**config.mk**
```make
export PLATFORM = sky130hd
export DESIGN_NAME = instr_encoder
export DESIGN_NICKNAME = d
export VERILOG_FILES = /design/src/rtl/instr_encoder.sv
export SDC_FILE = /design/constraint.sdc
export NUM_CORES = 1
export LEC_CHECK = 0
export BUFFER_PORTS_ARGS = -buffer_cell sky130_fd_sc_hd__buf_2
export CAP_MARGIN = 25
export CORE_UTILIZATION = 30
export CTS_BUF_LIST = sky130_fd_sc_hd__clkbuf_8
export DETAILED_ROUTE_END_ITERATION = 12
export GPL_TIMING_DRIVEN = 0
export PLACE_DENSITY_LB_ADDON = 0.05
export SYNTH_ARGS = -nofsm -noshare
export SYNTH_HDL_FRONTEND = slang
export SYNTH_SLANG_ARGS = --single-unit
```
**constraint.sdc**
```tcl
create_clock -name clk -period 1.5 [get_ports clk]
set_clock_uncertainty 0.2 [all_clocks]
set_input_delay 0.225 -clock clk [delete_from_list [all_inputs] [get_ports clk]]
set_output_delay 0.225 -clock clk [all_outputs]
set_load 0.01 [all_outputs]
```
**src/rtl/instr_encoder.sv**
```systemverilog
// Instruction encoder/loader: packs decoded ARMv4 fields into a 32-bit word and
// writes it to instruction memory at sequential word addresses.
//
// state   | meaning
// s_idle  | ready for a field bundle
// s_write | write request held on the memory port until mem_ack
// s_full  | 2^DEPTH_LOG2 words written; waits for clear or reset
module instr_encoder #(
    parameter int          DEPTH_LOG2 = 6,
    parameter logic [31:0] BASE_ADDR  = 32'h0
) (
    input  logic                  clk,
    input  logic                  reset,
    input  logic                  in_valid,
    output logic                  in_ready,
    input  logic [3:0]            Cond,
    input  logic [1:0]            Op,
    input  logic [5:0]            Funct,
    input  logic [3:0]            Rn,
    input  logic [3:0]            Rd,
    input  logic [11:0]           Src2,
    input  logic                  clear,
    output logic                  mem_we,
    output logic [31:0]           mem_addr,
    output logic [31:0]           mem_wdata,
    input  logic                  mem_ack,
    output logic [DEPTH_LOG2:0]   count,
    output logic                  full,
    output logic                  err
);

    typedef enum logic [1:0] {
        s_idle  = 2'd0,
        s_write = 2'd1,
        s_full  = 2'd2
    } state_t;

    localparam logic [DEPTH_LOG2:0] depth_words = {1'b1, {DEPTH_LOG2{1'b0}}};
    localparam logic [DEPTH_LOG2:0] ptr_one     = {{DEPTH_LOG2{1'b0}}, 1'b1};

    state_t              state, state_next;
    logic [DEPTH_LOG2:0] wr_ptr;
    logic                legal;
    logic                accept;
    logic                ack_done;
    logic                last_word;
    logic [31:0]         word;
    logic [31:0]         word_addr;

    assign in_ready  = (state == s_idle) && !reset && !clear;
    assign full      = (state == s_full);
    assign accept    = in_valid && in_ready;
    assign ack_done  = (state == s_write) && mem_ack;
    assign last_word = ((wr_ptr + ptr_one) == depth_words);
    assign count     = wr_ptr;
    assign word_addr = BASE_ADDR + {{(32 - DEPTH_LOG2 - 3){1'b0}}, wr_ptr, 2'b00};

    // Branch: the 20-bit {Rn,Rd,Src2} offset is sign-extended into imm24.
    always_comb begin
        legal = (Op != 2'b11) && (Cond != 4'b1111);
        if (Op == 2'b10)
            word = {Cond, 3'b101, Funct[4], {4{Rn[3]}}, Rn, Rd, Src2};
        else
            word = {Cond, Op, Funct, Rn, Rd, Src2};
    end

    always_comb begin
        state_next = state;
        case (state)
            s_idle:  if (accept && legal) state_next = s_write;
            s_write: if (mem_ack) state_next = last_word ? s_full : s_idle;
            s_full:  state_next = s_full;
            default: state_next = s_idle;
        endcase
        if (clear) state_next = s_idle;
    end

    always_ff @(posedge clk) begin
        if (reset) state <= s_idle;
        else       state <= state_next;
    end

    always_ff @(posedge clk) begin
        if (reset) begin
            wr_ptr    <= '0;
            err       <= 1'b0;
            mem_we    <= 1'b0;
            mem_addr  <= BASE_ADDR;
            mem_wdata <= 32'h0;
        end else if (clear) begin
            wr_ptr   <= '0;
            err      <= 1'b0;
            mem_we   <= 1'b0;
            mem_addr <= BASE_ADDR;
        end else begin
            if (accept && !legal) err <= 1'b1;
            if (accept && legal) begin
                mem_we    <= 1'b1;
                mem_addr  <= word_addr;
                mem_wdata <= word;
            end
            if (ack_done) begin
                mem_we <= 1'b0;
                wr_ptr <= wr_ptr + ptr_one;
            end
        end
    end

endmodule

```
# Yosys cells after proc, flatten, opt, wreduce, memory -nomap -nowiden

Cells that the tools add are included.
W data, S select, Z words.

Reduce and logical (&&, ||, !) cells: 15
Eq/ne operators: 8
Mux-type cells: 5
Add/subtract/negate cells: 1
Bitwise operators: 1

Operator list:

| cell                  | number |
|---|---|
| $mux W28              | 1 |
| $add A7 B1 Y7 const B | 1 |
| $eq A7 B7 Y1 const B  | 1 |
| $logic_and A1 B1 Y1   | 7 |
| $mux W2               | 3 |
| $pmux W2 S3           | 1 |
| $eq A2 B2 Y1 const B  | 2 |
| $ne A2 B2 Y1 const B  | 2 |
| $ne A4 B4 Y1 const B  | 1 |
| $reduce_and A2 Y1     | 2 |
| $logic_not A1 Y1      | 3 |
| $reduce_or A3 Y1      | 1 |
| $eq A2 B1 Y1 const B  | 1 |
| $logic_not A2 Y1      | 1 |
| $ne A2 B1 Y1 const B  | 1 |
| $reduce_or A2 Y1      | 1 |
| $not A1 Y1            | 1 |

Logic and storage cells: 36
Register bits after elaboration: 50
Output and inout bits: 75
Bits of input ports: 37

# Longest topological paths before layout

Gate-level depths: netlist (run 1).

Depth after elaboration: 7
Mapped depth: 7
Mapped depth without buffers: 5

# Worst setup path after synthesis (run 1)

OpenSTA, ideal clock, no wires.

Path kind: reg2reg
From: reg state[1]
To: reg mem_wdata[25]
Path buffers: 1
Clock period less this slack: 1.685 ns
Path slack: -0.185 ns
Setup time: 0.132 ns
Data arrival time: 1.353 ns
Data required time: 1.168 ns
Cell stages (with the launch flop): 6
Cells stage by stage: dfxtp_1 > nor4_4 > nand4_1 > clkbuf_1 > nor3b_1 > nor3_1

Word-level cells in the longest chain between the ends: 6

RTL lines:

| element                            | line | RTL |
|---|---|---|
| start, declared                    | 41   | `state_t state, state_next;` |
| start signal, assigned             | 79   | `if (reset) state <= s_idle;` |
| start signal, assigned             | 80   | `else state <= state_next;` |
| $logic_not A2 Y1                   | 50   | `assign in_ready = (state == s_idle) && !reset && !clear;` |
| $logic_and A1 B1 Y1 (2 in a row)   | 50   |  |
| via in_ready                       | 15   | `output logic in_ready,` |
| $logic_and A1 B1 Y1                | 52   | `assign accept = in_valid && in_ready;` |
| $logic_and A1 B1 Y1                | 97   | `if (accept && legal) begin` |
| $reduce_and A2 Y1 (no source line) | -    |  |
| end signal, assigned               | 100  | `mem_wdata <= word;` |
| end, declared                      | 25   | `output logic [31:0] mem_wdata,` |

The timed path passes the listed nets, and every way through them passes these cells.
A chain may end at the register's enable or synchronous reset.

# Worst setup path in the final report (run 1)

From: reg state[0]
To: reg mem_wdata[1]

Word-level cells in the longest chain between the ends: 6

RTL lines:

| element                            | line |
|---|---|
| $logic_not A2 Y1                   | 50 |
| $logic_and A1 B1 Y1 (2 in a row)   | 50 |
| $logic_and A1 B1 Y1                | 52 |
| $logic_and A1 B1 Y1                | 97 |
| $reduce_and A2 Y1 (no source line) | - |

Every way passes these cells.

==> results of run 1 <==
-- layer usage --
metal,vias to the layer above,wire [um],share of wire (%)
met5,-,0,0
met4,0,76,1.2
met2,69,2950,46
met1,1006,2970,47
met3,8,357,5.6
li1,1137,-,-
-- registers in the layout (all words and copies together) (netlist names) --
name       count
mem_wdata     32
count          7
mem_addr       7
state          2
err            1
mem_we         1
-- layout make-up --
type                            count  area share [%]
Timing Repair Buffer              132            24.8
Clock buffer                        6            2.17
Clock inverter                      2           0.230
Sequential cell                    50            26.7
Tap cell                           96            3.15
Buffer                             40            9.75
Multi-Input combinational cell    193            33.0
Inverter                            2           0.197
-- cell usage in the layout, fill, tap and decap left out, types with 3 or more instances in the layout --
cell	netlist	final
a211oi_2	0	4
clkbuf_1	9	4
buf_2	2	84
clkbuf_8	0	7
inv_1	2	3
buf_4	28	35
a21oi_1	38	15
dfxtp_2	0	3
nor2_1	15	12
nand2_1	75	50
buf_8	0	5
nand2_4	0	21
conb_1	1	25
dfxtp_1	50	43
dfxtp_4	0	4
clkbuf_16	0	5
xor2_1	3	3
a21oi_2	0	23
buf_6	1	3
dlygate4sd3_1	0	31
nand2_2	0	4
nor3_1	6	4
-- where the power goes --
| group | total (mW) | switching (mW) | internal [mW] |
|---|---|---|---|
| clock network | 0.801 | 0.434 | 0.366 |
| logic | 0.476 | 0.228 | 0.248 |
| registers | 1.36 | 0.0152 | 1.35 |
| total | 2.64 | 0.678 | 1.96 |
-- through the flow --
step	hold slack (ns)	cell area, um2	total power, mW	setup slack (ns)
after floorplan	0.120	2260	1.59	-0.104
after global placement	0.240	2810	1.71	-0.282
after detailed placement	0.244	2810	1.71	-0.330
after CTS	0.0100	3400	2.61	-0.219
after global routing	0.0396	3810	2.77	-0.329
final	0.0381	3810	2.64	-0.219
-- what timing repair did --
action,4_1_cts,5_1_grt
buffers inserted,8,4
pin swaps,3,58
gates resized for setup,25,86
endpoints found under the hold margin,31,0
gates cloned,2,3
setup endpoints to repair,47,48
hold buffers,31,0
-- worst min path at each step --
stage               endpoint  slack (ns)  depth (start not counted)
2_1_floorplan       state[0]        0.12                          1
3_3_place_gp   mem_wdata[17]        0.24                          2
3_5_place_dp   mem_wdata[17]        0.24                          2
4_1_cts        mem_wdata[20]        0.01                          3
5_1_grt        mem_wdata[21]        0.04                          2
6_report       mem_wdata[21]        0.04                          2
-- Yosys cell counts, types with 3 or more instances --
| library cell | number | share of area, % |
|---|---|---|
| nor3_1 | 6 | 1.4 |
| clkbuf_1 | 9 | 1.6 |
| dfxtp_1 | 50 | 47 |
| a21oi_1 | 38 | 9.0 |
| a211oi_1 | 4 | 1.4 |
| nand2_1 | 75 | 13 |
| nor2_1 | 15 | 2.7 |
| xor2_1 | 3 | 1.2 |
| buf_4 | 28 | 10 |
-- cells by family (layout without fill, tap and decap cells) --
logic type | count (synthesis) | after routing | share of synthesized area, %
xor gates and xnor gates | 5 | 5 | 2.07
DFF | 50 | 50 | 47.4
other | 1 | 25 | 0.178
buffers and inverters | 42 | 182 | 12.9
and+or+nand+nor | 112 | 112 | 23.5
muxes | 1 | 1 | 0.474
AOI/OAI and AO/OA | 49 | 49 | 12.9
adders and majority gates | 1 | 1 | 0.592
==> run_results.csv, run 1 <==
group,metric,value,unit
cts,cts.path.max_buffers,2,
run,cap_violations,0,
synth,syn-cell-area,2110,um2
routing,drc,0,
cts,cts.sinks,50,
status,violations,"setup timing",
routing,via_per_inst,4.26,
worst_setup_path,slowest_stage,"dfxtp_4",
die,die_w,85.9,um
synth,avgSynthCellArea,8.09,um2
timing,drv_slew,0,
place,portBuffers,85,
global_routing,grt_pass1_vias,1917,
die,initial_core_util,31.1,%
timing,rsz0062_at_grt,"true",
die,core-area,6790,um2
layout,drive_gt1_share,50.4,%
min_path,hp-class,"input pin to flip-flop",
cts,cts_root_buffer,"clkbuf_8",
layout,antenna_cells,0,
status,status,"finished with violations",
timing,timing.fmax,0.582,GHz
die,rows,30,
global_routing,grt_use_met2,27.1,%
worst_setup_path,crit_family,"simple AND/OR/NAND/NOR gates",
global_routing,grtUsageMet1,20.3,%
timing,relSlewSlack,51.4,%
global_routing,antenna_found_initial,0,
min_path,hold_start,"reset",
worst_setup_path,critPathCapture,"mem_wdata[1]",
synth,yosysWarnings,0,
timing,finalCritPeriodShare,115,%
worst_setup_path,worstPathArrival,1.75,ns
place,placed_cells,466,
worst_setup_path,crit_type,"flip-flop to flip-flop",
layout,regArea,1020,um2
synth,yosysSeqAreaShare,47.4,%
power,peakVddDrop,379,uV
timing,worst_pin_slew,0.729,ns
layout,final_util,56.1,%
synth,async_flop_share,0,%
die,die-height,85.9,um
worst_setup_path,ff2ff_path_depth,6,
layout,multiInputGateArea,1260,um2
global_routing,grt_overflow,0,
layout,nets,462,
timing,setup_viol,44,
worst_setup_path,cp_data_required_time,1.53,ns
worst_setup_path,r2r_setup_slack,-0.22,ns
worst_setup_path,crit_chain,"nor4_4 > and4_1 > buf_12 > clkbuf_16 > nand2_4 > a21oi_2",
die,dieArea,7380,um2
place,place.gp.congestion,0.748,
global_routing,grt_max_degree,15,
routing,drt_first_pass_iters,4,
cts,clk_latency,0.30,ns
cts,cts_tree,"yes",
worst_setup_path,reg2reg_to,"mem_wdata[1]",
worst_setup_path,critPathLaunchType,"flip-flop",
timing,fin_ws,-0.219,ns
worst_setup_path,cp_num_cells,6,
layout,fin_cells,521,
routing,drt_iter0_markers,61,
synth,synth_cell_types,31,
timing,finalHoldViolCount,0,
layout,syn2layout_area_growth,80.5,%
synth,ys_seq_elements,50,
power,leakage,1.86,nW
cts,h-tree-depth,2,
power,power_density,693,nW/um2
worst_setup_path,critPathLaunch,"state[0]",
worst_setup_path,max_stage_delay,0.36,ns
global_routing,busiest_layer,"met2",
place,dp_hpwl,3970,um
worst_setup_path,reg2reg_from,"state[0]",
timing,finalCriticalPeriod,1.72,ns
timing,final.setup.tns,-8.04,ns
worst_setup_path,critical_path.endpoint_type,"flip-flop",
die,ios,112,
global_routing,use_met3,4.04,%
global_routing,grt_usage,16.0,%
synth,ys.flop_type,"dfxtp_1",
routing,wl,6360,um
synth,syn_inst,261,
cts,cts_made_buffers,5,
worst_setup_path,cp_max_fo,8,
global_routing,grt_pass1_wl,9260,um
layout,fill_cells,640,
routing,routedWlPerCell,12.2,um
worst_setup_path,critPathBufInv,2,
cts,clk_pin_slew,0.09,ns
synth,synth_edf_count,0,
routing,via_count,2220,
routing,ant_nets,0,
Note: power is estimated with default switching activity, not from simulation.
==> run 2: changes to the inputs <==
Settings changed: ABC_CLOCK_PERIOD_IN_PS from default to 1490.
Clock period 1.5 ns to 1.49 ns, I/O delays scaled along.
==> run 2 against run 1 <==
The run still ends with setup timing left. Fmax unchanged. Count of clock-buffer cells in the layout unchanged. Cell count unchanged. Routed wire length unchanged. Sequential power about the same.
==> run_results.csv, run 2 (synthesized netlist as in run 1, its figures left out) <==
group,metric,value,unit
timing,finalHoldViolCount,0,
min_path,hp-class,"input pin to flip-flop",
global_routing,grt_pass1_vias,1917,
layout,largest_register,"mem_wdata",
timing,drv_slew,0,
cts,clk_latency,0.30,ns
die,die_w,85.9,um
timing,setup_viol,45,
routing,drc,0,
layout,drive_gt1_share,50.4,%
global_routing,grt_usage,16.0,%
routing,ant_nets,0,
cts,cts_root_buffer,"clkbuf_8",
routing,drt_first_pass_iters,4,
die,ios,112,
place,place.gp.congestion,0.748,
routing,drt_iter0_markers,57,
routing,wl,6360,um
cts,cts_tree,"yes",
worst_setup_path,ff2ff_path_depth,6,
routing,routedWlPerCell,12.2,um
timing,fin_ws,-0.229,ns
power,leakage,1.86,nW
worst_setup_path,reg2reg_to,"mem_wdata[1]",
layout,largest_register_ffs,32,
power,peakVddDrop,381,uV
timing,finalCritPeriodShare,115,%
worst_setup_path,critical_path.endpoint_type,"flip-flop",
layout,nets,462,
timing,timing.fmax,0.582,GHz
cts,h-tree-depth,2,
die,dieArea,7380,um2
cts,cts.path.max_buffers,2,
worst_setup_path,r2r_setup_slack,-0.23,ns
die,core-area,6790,um2
timing,relSlewSlack,51.4,%
status,status,"finished with violations",
layout,layout_common_cells,"84 x buf_2, 50 x nand2_1, 43 x dfxtp_1",
worst_setup_path,cp_max_fo,8,
layout,final_common_cell,"buf_2",
timing,rsz0062_at_grt,"true",
cts,cts.sinks,50,
die,initial_core_util,31.1,%
worst_setup_path,critPathLaunch,"state[0]",
worst_setup_path,slowest_stage,"dfxtp_4",
worst_setup_path,cp_data_required_time,1.52,ns
global_routing,grt_pass1_wl,9260,um
worst_setup_path,crit_type,"flip-flop to flip-flop",
worst_setup_path,critPathCapture,"mem_wdata[1]",
layout,syn2layout_area_growth,80.5,%
die,rows,30,
cts,clk_pin_slew,0.09,ns
worst_setup_path,max_stage_delay,0.36,ns
layout,antenna_cells,0,
routing,via_per_inst,4.26,
worst_setup_path,critPathLaunchType,"flip-flop",
global_routing,grt_max_degree,15,
timing,worst_pin_slew,0.729,ns
place,post-place-ws,-0.339,ns
worst_setup_path,worstPathArrival,1.75,ns
status,violations,"setup timing",
global_routing,grt_overflow,0,
routing,via_count,2220,
place,portBuffers,85,
timing,finalCriticalPeriod,1.72,ns
worst_setup_path,reg2reg_from,"state[0]",
global_routing,antenna_found_initial,0,
power,power_density,698,nW/um2
run,cap_violations,0,
cts,cts_made_buffers,5,
worst_setup_path,crit_chain,"nor4_4 > and4_1 > buf_12 > clkbuf_16 > nand2_4 > a21oi_2",
place,dp_hpwl,3970,um
timing,finalHoldWorstSlack,0.0366,ns
min_path,hold_depth,2,
die,die-height,85.9,um
-- run 2: repair_timing --
action | 4_1_cts | 5_1_grt
hold buffers | 31 | 0
setup endpoints to repair | 47 | 48
buffers inserted | 8 | 4
gates resized for setup | 25 | 86
hold endpoints to repair | 31 | 0
pin swaps | 3 | 58
gates cloned | 2 | 3
-- run 2: worst min-delay path by stage --
| stage | startpoint | slack [ns] | endpoint |
|---|---|---|---|
| 3_3_place_gp | mem_wdata[17] | 0.24 | mem_wdata[17] |
| 4_1_cts | Funct[0] | 0.009 | mem_wdata[20] |
| 3_5_place_dp | mem_wdata[17] | 0.24 | mem_wdata[17] |
| 2_1_floorplan | mem_ack | 0.12 | state[0] |
| 5_1_grt | reset | 0.04 | mem_wdata[21] |
| 6_report | reset | 0.04 | mem_wdata[21] |
-- run 2: power breakdown --
| part | total (mW) | internal [mW] | switching, mW | leakage, nW |
|---|---|---|---|---|
| Combinational | 0.479 | 0.249 | 0.230 | 1.40 |
| Sequential | 1.37 | 1.36 | 0.0153 | 0.409 |
| Clock | 0.806 | 0.369 | 0.437 | 0.0524 |
-- run 2: layer usage --
layer  share of wire, %  vias to the layer above  track usage [%]
li1                   -                     1137                -
met1                 47                     1006             20.3
met2                 46                       69             27.1
met3                5.6                        8             4.04
met4                1.2                        0             4.09
met5                  0                        -                0
-- run 2: area by class of cell --
cell class / instances / area, um2
plain buffers: 40 / 372
clock buffers: 6 / 82.6
clock inverters: 2 / 8.76
fillers: 640 / 2980
inverters: 2 / 7.51
multi-input cells: 193 / 1260
flip-flops and latches: 50 / 1020
well taps: 96 / 120
repair buffers: 132 / 945
-- run 2: critical path: cells and delay by family, from the launching register on --
family	cells	cell delay, ns
AND/OR/NAND/NOR	3	0.62
flip-flops	1	0.36
buffers and inverters	2	0.33
AO/OA/AOI/OAI	1	0.13
-- run 2: stage by stage --
stage | utilization (%) | std cells | cell area [um2] | power (mW) | setup TNS, ns
5_1_grt | 56.1 | 521 | 3810 | 2.79 | -12.46
3_5_place_dp | 41.3 | 466 | 2810 | 1.72 | -13.81
3_3_place_gp | 41.3 | 466 | 2810 | 1.72 | -12.46
2_1_floorplan | - | 285 | 2260 | 1.61 | -3.31
6_report | 56.1 | 521 | 3810 | 2.66 | -8.48
4_1_cts | 50.1 | 515 | 3400 | 2.63 | -7.62
